==> src/rtl/mult_pkg.sv <==
// Shared widths, alignment shifts and FSM encoding for the 7x7 Booth multiplier datapath.
package mult_pkg;

  localparam int unsigned PP00_W     = 11;
  localparam int unsigned PP01_W     = 12;
  localparam int unsigned PP02_W     = 12;
  localparam int unsigned PP03_W     = 10;
  localparam int unsigned PROD_W     = 14;
  localparam int unsigned PP02_SHIFT = 2;
  localparam int unsigned PP03_SHIFT = 4;
  localparam int unsigned CNT_W      = 2;

  typedef enum logic [1:0] {
    IDLE = 2'd0,
    ACC  = 2'd1,
    HOLD = 2'd2
  } acc_state_e;

  // Partial products held for the ACC steps; pp00 goes straight into the accumulator.
  typedef struct packed {
    logic [PP01_W-1:0] pp01;
    logic [PP02_W-1:0] pp02;
    logic [PP03_W-1:0] pp03;
  } pp_latch_t;

endpackage

==> src/rtl/pp_align_7x7.sv <==
// Selects the latched partial product for the current ACC step and aligns it to its weight.
module pp_align_7x7
  import mult_pkg::*;
#(
  parameter int unsigned ACC_W = 16
) (
  input  logic [CNT_W-1:0] cnt,
  input  pp_latch_t        pps,
  output logic [ACC_W-1:0] addend_c
);

  // cnt=0 never occurs in ACC; it contributes nothing.
  always_comb begin
    addend_c = '0;
    case (cnt)
      CNT_W'(1): addend_c = ACC_W'(pps.pp01);
      CNT_W'(2): addend_c = ACC_W'(pps.pp02) << PP02_SHIFT;
      CNT_W'(3): addend_c = ACC_W'(pps.pp03) << PP03_SHIFT;
      default:   addend_c = '0;
    endcase
  end

endmodule

==> src/rtl/pp_accumulator_7x7.sv <==
// Iterative partial-product accumulator: one aligned addend per cycle, result held on a
// valid/ready output until consumed.
module pp_accumulator_7x7
  import mult_pkg::PP00_W, mult_pkg::PP01_W, mult_pkg::PP02_W, mult_pkg::PP03_W,
         mult_pkg::CNT_W, mult_pkg::pp_latch_t, mult_pkg::IDLE, mult_pkg::ACC, mult_pkg::HOLD;
#(
  parameter int unsigned ACC_W  = 16,
  parameter int unsigned PROD_W = mult_pkg::PROD_W
) (
  input  logic              clk,
  input  logic              rst_n,
  input  logic              clear,
  input  logic              in_valid,
  output logic              in_ready,
  input  logic [PP00_W-1:0] pp00,
  input  logic [PP01_W-1:0] pp01,
  input  logic [PP02_W-1:0] pp02,
  input  logic [PP03_W-1:0] pp03,
  output logic              out_valid,
  input  logic              out_ready,
  output logic [PROD_W-1:0] out_prod,
  output logic [1:0]        out_carry
);

  localparam logic [1:0] ST_IDLE = 2'(IDLE);
  localparam logic [1:0] ST_ACC  = 2'(ACC);
  localparam logic [1:0] ST_HOLD = 2'(HOLD);

  logic [1:0]       state_q;
  logic [1:0]       state_nxt;
  logic [CNT_W-1:0] cnt_q;
  logic [CNT_W-1:0] cnt_nxt;
  logic [ACC_W-1:0] acc_q;
  logic [ACC_W-1:0] acc_nxt;
  logic [ACC_W-1:0] addend_c;
  pp_latch_t        pps_q;
  logic             load_c;
  logic             done_c;
  logic             drain_c;

  pp_align_7x7 #(
    .ACC_W (ACC_W)
  ) u_align (
    .cnt      (cnt_q),
    .pps      (pps_q),
    .addend_c (addend_c)
  );

  // A held result frees the block in the same cycle it is taken, so back-to-back jobs chain.
  assign in_ready = (state_q == ST_IDLE) || ((state_q == ST_HOLD) && out_ready);

  always_comb begin
    state_nxt = state_q;
    cnt_nxt   = cnt_q;
    acc_nxt   = acc_q;
    load_c    = 1'b0;
    done_c    = 1'b0;
    drain_c   = 1'b0;
    if (clear) begin
      state_nxt = ST_IDLE;
      cnt_nxt   = '0;
      acc_nxt   = '0;
    end else begin
      case (state_q)
        ST_IDLE: begin
          if (in_valid) load_c = 1'b1;
        end
        ST_ACC: begin
          acc_nxt = acc_q + addend_c;
          cnt_nxt = cnt_q + CNT_W'(1);
          if (cnt_q == CNT_W'(3)) begin
            state_nxt = ST_HOLD;
            cnt_nxt   = '0;
            done_c    = 1'b1;
          end
        end
        ST_HOLD: begin
          if (out_ready) begin
            drain_c = 1'b1;
            if (in_valid) load_c = 1'b1;
            else          state_nxt = ST_IDLE;
          end
        end
        default: state_nxt = ST_IDLE;
      endcase
      // pp00 seeds the accumulator directly, saving one add step.
      if (load_c) begin
        state_nxt = ST_ACC;
        cnt_nxt   = CNT_W'(1);
        acc_nxt   = ACC_W'(pp00);
      end
    end
  end

  always_ff @(posedge clk or negedge rst_n) begin
    if (!rst_n) state_q <= ST_IDLE;
    else        state_q <= state_nxt;
  end

  always_ff @(posedge clk or negedge rst_n) begin
    if (!rst_n) begin
      cnt_q <= '0;
      acc_q <= '0;
      pps_q <= '0;
    end else begin
      cnt_q <= cnt_nxt;
      acc_q <= acc_nxt;
      if (load_c) pps_q <= {pp01, pp02, pp03};
    end
  end

  // Result registers capture the final sum on the last ACC edge so out_valid is not delayed.
  always_ff @(posedge clk or negedge rst_n) begin
    if (!rst_n) begin
      out_valid <= 1'b0;
      out_prod  <= '0;
      out_carry <= '0;
    end else begin
      if (clear)        out_valid <= 1'b0;
      else if (done_c)  out_valid <= 1'b1;
      else if (drain_c) out_valid <= 1'b0;
      if (done_c) begin
        out_prod  <= acc_nxt[PROD_W-1:0];
        out_carry <= acc_nxt[PROD_W+1:PROD_W];
      end
    end
  end

endmodule

==> config.mk <==
export PLATFORM = sky130hd
export DESIGN_NAME = pp_accumulator_7x7
export DESIGN_NICKNAME = d
export VERILOG_FILES = /design/src/rtl/mult_pkg.sv /design/src/rtl/pp_align_7x7.sv /design/src/rtl/pp_accumulator_7x7.sv
export SDC_FILE = /design/constraint.sdc
export NUM_CORES = 1
export LEC_CHECK = 0
export BUFFER_PORTS_ARGS = -buffer_cell sky130_fd_sc_hd__buf_2
export CORE_ASPECT_RATIO = 0.9
export CORE_MARGIN = 10
export CORE_UTILIZATION = 56
export CTS_CLUSTER_SIZE = 10
export DETAILED_ROUTE_END_ITERATION = 16
export GPL_TIMING_DRIVEN = 1
export PLACE_DENSITY = 0.8
export SLEW_MARGIN = 20
export SYNTH_ARGS = -nofsm -noshare
export SYNTH_HDL_FRONTEND = slang
export SYNTH_SLANG_ARGS = --single-unit
==> constraint.sdc <==
create_clock -name clk -period 3.4 [get_ports clk]
set_clock_uncertainty 0.05 [all_clocks]
set_input_delay 0.17 -clock clk [delete_from_list [all_inputs] [get_ports clk]]
set_output_delay 0.17 -clock clk [all_outputs]
set_load 0.005 [all_outputs]
# Word-level counts from Yosys, hierarchy flattened
# Cells that the tools add are included.
[op_classes]
addsub = 2
mux = 28
n_reduce_logical = 6
n_eq_ne = 9
[ops]
columns = ["op", "count"]
rows = [
  ["two-way mux 16 bit", 3],
  ["case mux 14 bit (3 select lines)", 1],
  ["two-way mux 2 bit", 9],
  ["adder 16 bit", 1],
  ["two-way mux 1 bit", 13],
  ["inequality test 4 x 3 -> 1 bit, second input constant", 2],
  ["equality test 2 bit, second input constant", 3],
  ["case mux 2 bit (3 select lines)", 1],
  ["nonzero test 3 bit", 2],
  ["equality test 2 x 1 -> 1 bit, second input constant", 2],
  ["inequality test 4 bit, second input constant", 1],
  ["AND reduction 4 bit", 1],
  ["inequality test 3 x 2 -> 1 bit, second input constant", 1],
  ["adder 2 x 1 -> 2 bit, second input constant", 1],
  ["zero test 2 bit", 1],
  ["case mux 1 bit (2 select lines)", 1],
  ["logical AND 1 bit", 1],
  ["logical OR 1 bit", 1],
]
[totals]
regBits = 71
out_inout_bits = 18

# Logic depth before layout (Yosys ltp)
[logic_depth]
depth_word = 6
ltp_mapped = 13
ltp_nobuf = 11

# By module
# Synthesis repeated with hierarchy kept, for this count alone.
[hier_totals]
cells_unflattened = 349
hier_area_um2 = 3833.7
[modules_own_cells]
columns = ["mod", "area_each_um2", "seq_area_each_um2", "instances", "cells_each"]
rows = [
  ["pp_accumulator_7x7", 3527.1, 1776.7, 1, 317],
  ["pp_align_7x7", 306.5, 0.0, 1, 32],
]

# Worst setup path before layout
# Ideal clock, no wire load.
[synth_timing]
kind = "register to register"
startpoint = "reg cnt_q[0]"
endpoint = "reg out_carry[0]"
arrival_time_ns = 2.653
synth_period_minus_slack_ns = 2.835
slack_ns = 0.565
required_time_ns = 3.218
path_stages_with_launch = 12
path_cell_list = "dfrtp_1 > ha_1 > clkbuf_1 > a222oi_1 > nor2_1 > ha_1 > a2111oi_1 > o21ai_2 > a41oi_2 > o31a_1 > xnor2_1 > o21ai_1"
[synth_between]
elab_chain_len = 6
elab_cells_between_ends = 11
classes_between = "1 x add/sub; 3 x eq/ne; 7 x mux"
[synth_rtl]
columns = ["item", "line", "text"]
rows = [
  ["start, declared", "pp_accumulator_7x7.sv:31", "logic [CNT_W-1:0] cnt_q;"],
  ["start signal, assigned", "pp_accumulator_7x7.sv:106", "cnt_q <= cnt_nxt;"],
  ["equality test 2 bit (tied with other cells)", "pp_align_7x7.sv:15, pp_accumulator_7x7.sv:71", ""],
  ["case mux 14 bit (3 select lines)", "pp_align_7x7.sv:15", "case (cnt)"],
  ["adder 16 bit", "pp_accumulator_7x7.sv:69", "acc_nxt = acc_q + addend_c;"],
  ["two-way mux 16 bit", "pp_accumulator_7x7.sv:64", "case (state_q)"],
  ["two-way mux 16 bit", "pp_accumulator_7x7.sv:87", "if (load_c) begin"],
  ["two-way mux 16 bit", "pp_accumulator_7x7.sv:59", "if (clear) begin"],
  ["end signal, assigned", "pp_accumulator_7x7.sv:124", "out_carry <= acc_nxt[PROD_W+1:PROD_W];"],
  ["end, declared", "pp_accumulator_7x7.sv:22", "output logic [1:0] out_carry"],
]
# Several ways; a longest one is shown, not always the timed one.
# A chain may end at the register's enable or synchronous reset.

# Final worst setup path
[layout_timing]
startpoint = "reg cnt_q[1]"
endpoint = "reg acc_q[14]"
[layout_between]
elab_chain_len = 6
elab_cells_between_ends = 8
classes_between = "1 x add/sub; 3 x eq/ne; 4 x mux"
[layout_rtl]
columns = ["item", "line", "text"]
rows = [
  ["equality test 2 bit or equality test 2 x 1 -> 1 bit (tied branches)", "pp_align_7x7.sv:15", ""],
  ["case mux 14 bit (3 select lines) (*)", "pp_align_7x7.sv:15", ""],
  ["adder 16 bit (*)", "pp_accumulator_7x7.sv:69", ""],
  ["two-way mux 16 bit (*)", "pp_accumulator_7x7.sv:64", ""],
  ["two-way mux 16 bit (*)", "pp_accumulator_7x7.sv:87", ""],
  ["two-way mux 16 bit (*)", "pp_accumulator_7x7.sv:59", ""],
  ["net acc_nxt[14]", "pp_accumulator_7x7.sv:34", "logic [ACC_W-1:0] acc_nxt;"],
  ["end signal, assigned", "pp_accumulator_7x7.sv:107", "acc_q <= acc_nxt;"],
  ["end, declared", "pp_accumulator_7x7.sv:33", "logic [ACC_W-1:0] acc_q;"],
]
# The timed path passes the listed nets; every way through them passes the cells marked *.

==> results.tsv <==
metric	value	unit
reg2reg end	acc_q[14]	
Placer Congestion	0.965	
fin crit share	0.939	
first-pass GRT wire length	15900	µm
final max-slew violation count	0	
layout cells sized above 1	0.287	
Setup crit end	acc_q[14]	
largest net degree at the start of global routing	37	
P_int	1.57	mW
CTS buffer count	9	
Routed WL per cell	17.6	µm
reg-to-reg slack, setup	0.21	ns
top-area cell type share of the netlist area	0.468	
synthesized area per cell	10.2	µm²
Sink Count	71	
Antenna Violating Nets Remaining	0	
number of H-tree levels	3	
Critical-path top delay cell	a222oi_1	
PortBufs	67	
asr flop ratio synth	1.00	
Synth Net Count	440	
antenna cell count	0	
clock network power share	0.316	
register area share after synthesis	0.468	
most common cell after layout, fill and taps aside	dfrtp_1	
P&R area growth vs syn	24.0	%
final net count	531	
GRT met3 Usage	0.0526	
Critical Path Source Type	flip-flop	
Worst-Margin Slew	0.645	ns
Logic pwr share	0.204	
DIE WIDTH	107	µm
1st-iter DRT viols	246	
drt via density	5.66	
Initial Util	0.577	
Sw Ratio	0.285	
antenna violations before repair	0	
Fin Setup TNS	0	ns
io pins	68	
slew margin rel.	0.569	
most frequent cells in the layout	71 x dfrtp_1, 67 x buf_2, 46 x nand2_1	
Worst R2R Start	cnt_q[1]	
DRC	0	
Total Wirelength	9780	µm
RSZ-0062 raised after global routing	no	
vias in the first global route	3255	
Crit Path Class	reg -> reg	
Synth warnings	0	
vias	3155	
crit-path cells	ha_1 > a222oi_1 > nor2_1 > ha_1 > o21ai_1 > o21ai_2 > a41oi_2 > o31a_1 > or3_1 > a21oi_1	
Max Clk Rate	313	MHz
Required @ worst endpoint	3.62	ns
CP most frequent cell	ha_1	
crit path from	cnt_q[1]	
Sw Pwr	626	µW
clk_lat worst skew	0.35	ns
Final Util	0.715	
All-Layer GR Usage	0.187	
DP HPWL	7110	µm
Mapped Cells	371	
Root Driver	clkbuf_8	
outcome	finished clean	
Tmin final	3.19	ns
met1 usage	0.217	
Pwr Density	466	nW/µm²
Netlist cell types	48	
worst-path fanout max	13	
layer carrying the most global-route usage	met2	
row count	28	
Leak	2.19	nW
Reg power frac	0.480	
top_reg_cell synth	dfrtp_1	
clock buffer depth	2	
Crit. End Element	flip-flop	
TritonRoute pass-1 iters	6	
met2 Use GR	0.324	
final setup violation count	0	
Post-CTS Setup Repair Bufs	0	
most area-hungry cell type in the Yosys netlist	dfrtp_1	
Final Hold Viols	0	
CP max stage delay	0.43	ns
Post-synth EDFFs	0	
r2r worst-path depth	10	
max-cap viol count	0	
Arr. time, crit path	3.41	ns
worst vdd ir	336	µV
Seq cells post-synth	71	
Core ar.	6590	µm²
CTS tree	yes	
cell area after synthesis	3800	µm²
Hold/Removal Path Class	in -> reg	
Die ar.	10500	µm²
total grt overflow	0	
Area contributors post-synth	dfrtp_1 47%, mux2_2 11%, ha_1 5.9%	
Clk pin slew, worst setup/hold paths	0.07	ns
post-CTS resize count	0	
DIE HEIGHT	98.1	µm
## worst min path at each step
stage | start | to | slack (ns) | cells after the start
finish | pp03[3] | pps_q[3] | 0.001 | 2
global route | pp03[2] | pps_q[2] | 0.008 | 2
CTS | pp03[2] | pps_q[2] | 0.0007 | 2
detailed placement | rst_n | out_prod[12] | 0.14 | 1
global placement | rst_n | out_prod[12] | 0.12 | 1
floorplan | rst_n | acc_q[0] | -0.18 | 0
## registers in the layout, summed over array words and instances, names as in the netlist
| signal | cells |
|---|---|
| out_valid | 1 |
| out_carry | 2 |
| acc_q | 16 |
| cnt_q | 2 |
| state_q | 2 |
| pps_q | 34 |
| out_prod | 14 |
## kinds of logic after synthesis
group	share of synthesized area
AOI/OAI and AO/OA	0.182
xor gates and xnor gates	0.0254
adders and majority gates	0.0646
buffers and inverters	0.0280
DFF	0.468
muxes	0.107
and+or+nand+nor	0.125
## Yosys cell counts, types with 2 or more instances
cell,number
nor2b_1,4
a222oi_1,8
mux2_2,36
ha_1,18
a21o_1,6
and3b_1,2
inv_1,5
o21ai_0,18
buf_2,4
nand3_1,3
xnor2_1,10
o31ai_1,5
a31oi_1,2
dfrtp_1,71
nand4_1,4
nand2b_1,4
a21oi_1,23
buf_1,2
o21a_1,2
o211ai_1,4
a311oi_1,3
clkbuf_1,16
a211oi_1,9
nor2_1,38
o21ai_1,2
a22oi_1,4
nand2_1,46
o21bai_1,2
## repair_timing
item	CTS	global route
hold buffers	29	0
endpoints found under the hold margin	49	0
setup endpoints to repair	0	0
## metrics by stage
stage	cells	total power [mW]	instance area, µm²	hold slack [ns]	setup WS, ns
after floorplan	371	1.32	3800	-0.176	0.565
after global placement	512	1.47	4210	0.116	0.438
after detailed placement	512	1.49	4210	0.136	0.364
after CTS	557	2.20	4710	0.000691	0.305
after global routing	557	2.30	4710	0.00791	0.0548
final	557	2.19	4710	0.000953	0.207
## routing by layer
metal	part of all wire	up-vias
li1	-	1532
met3	0.063	16
met4	0.016	0
met5	0	-
met1	0.41	1504
met2	0.51	103
## critical path: cells and delay by family, from the launching register on
family	cells	cell delay, ns
and+or+nand+nor	2	0.45
AOI/OAI and AO/OA	6	1.46
DFF	1	0.41
adders and majority gates	2	0.75
## power by group through the flow
stage	sequential [mW]	combinational [mW]	clock (mW)
finish	1.05	0.448	0.693
global route	1.07	0.493	0.737
CTS	1.05	0.447	0.706
detailed placement	1.07	0.418	0
global placement	1.06	0.407	0
floorplan	1.04	0.280	0
## cell type report
type	instances	area (µm²)
inverter	5	18.8
fill	508	1880
clock buffer	11	151
sequential	71	1780
multi-input combinational	273	1920
clock inverter	5	56.3
timing repair buffer	102	671
tap	90	113
(Power assumes the default switching activity.)
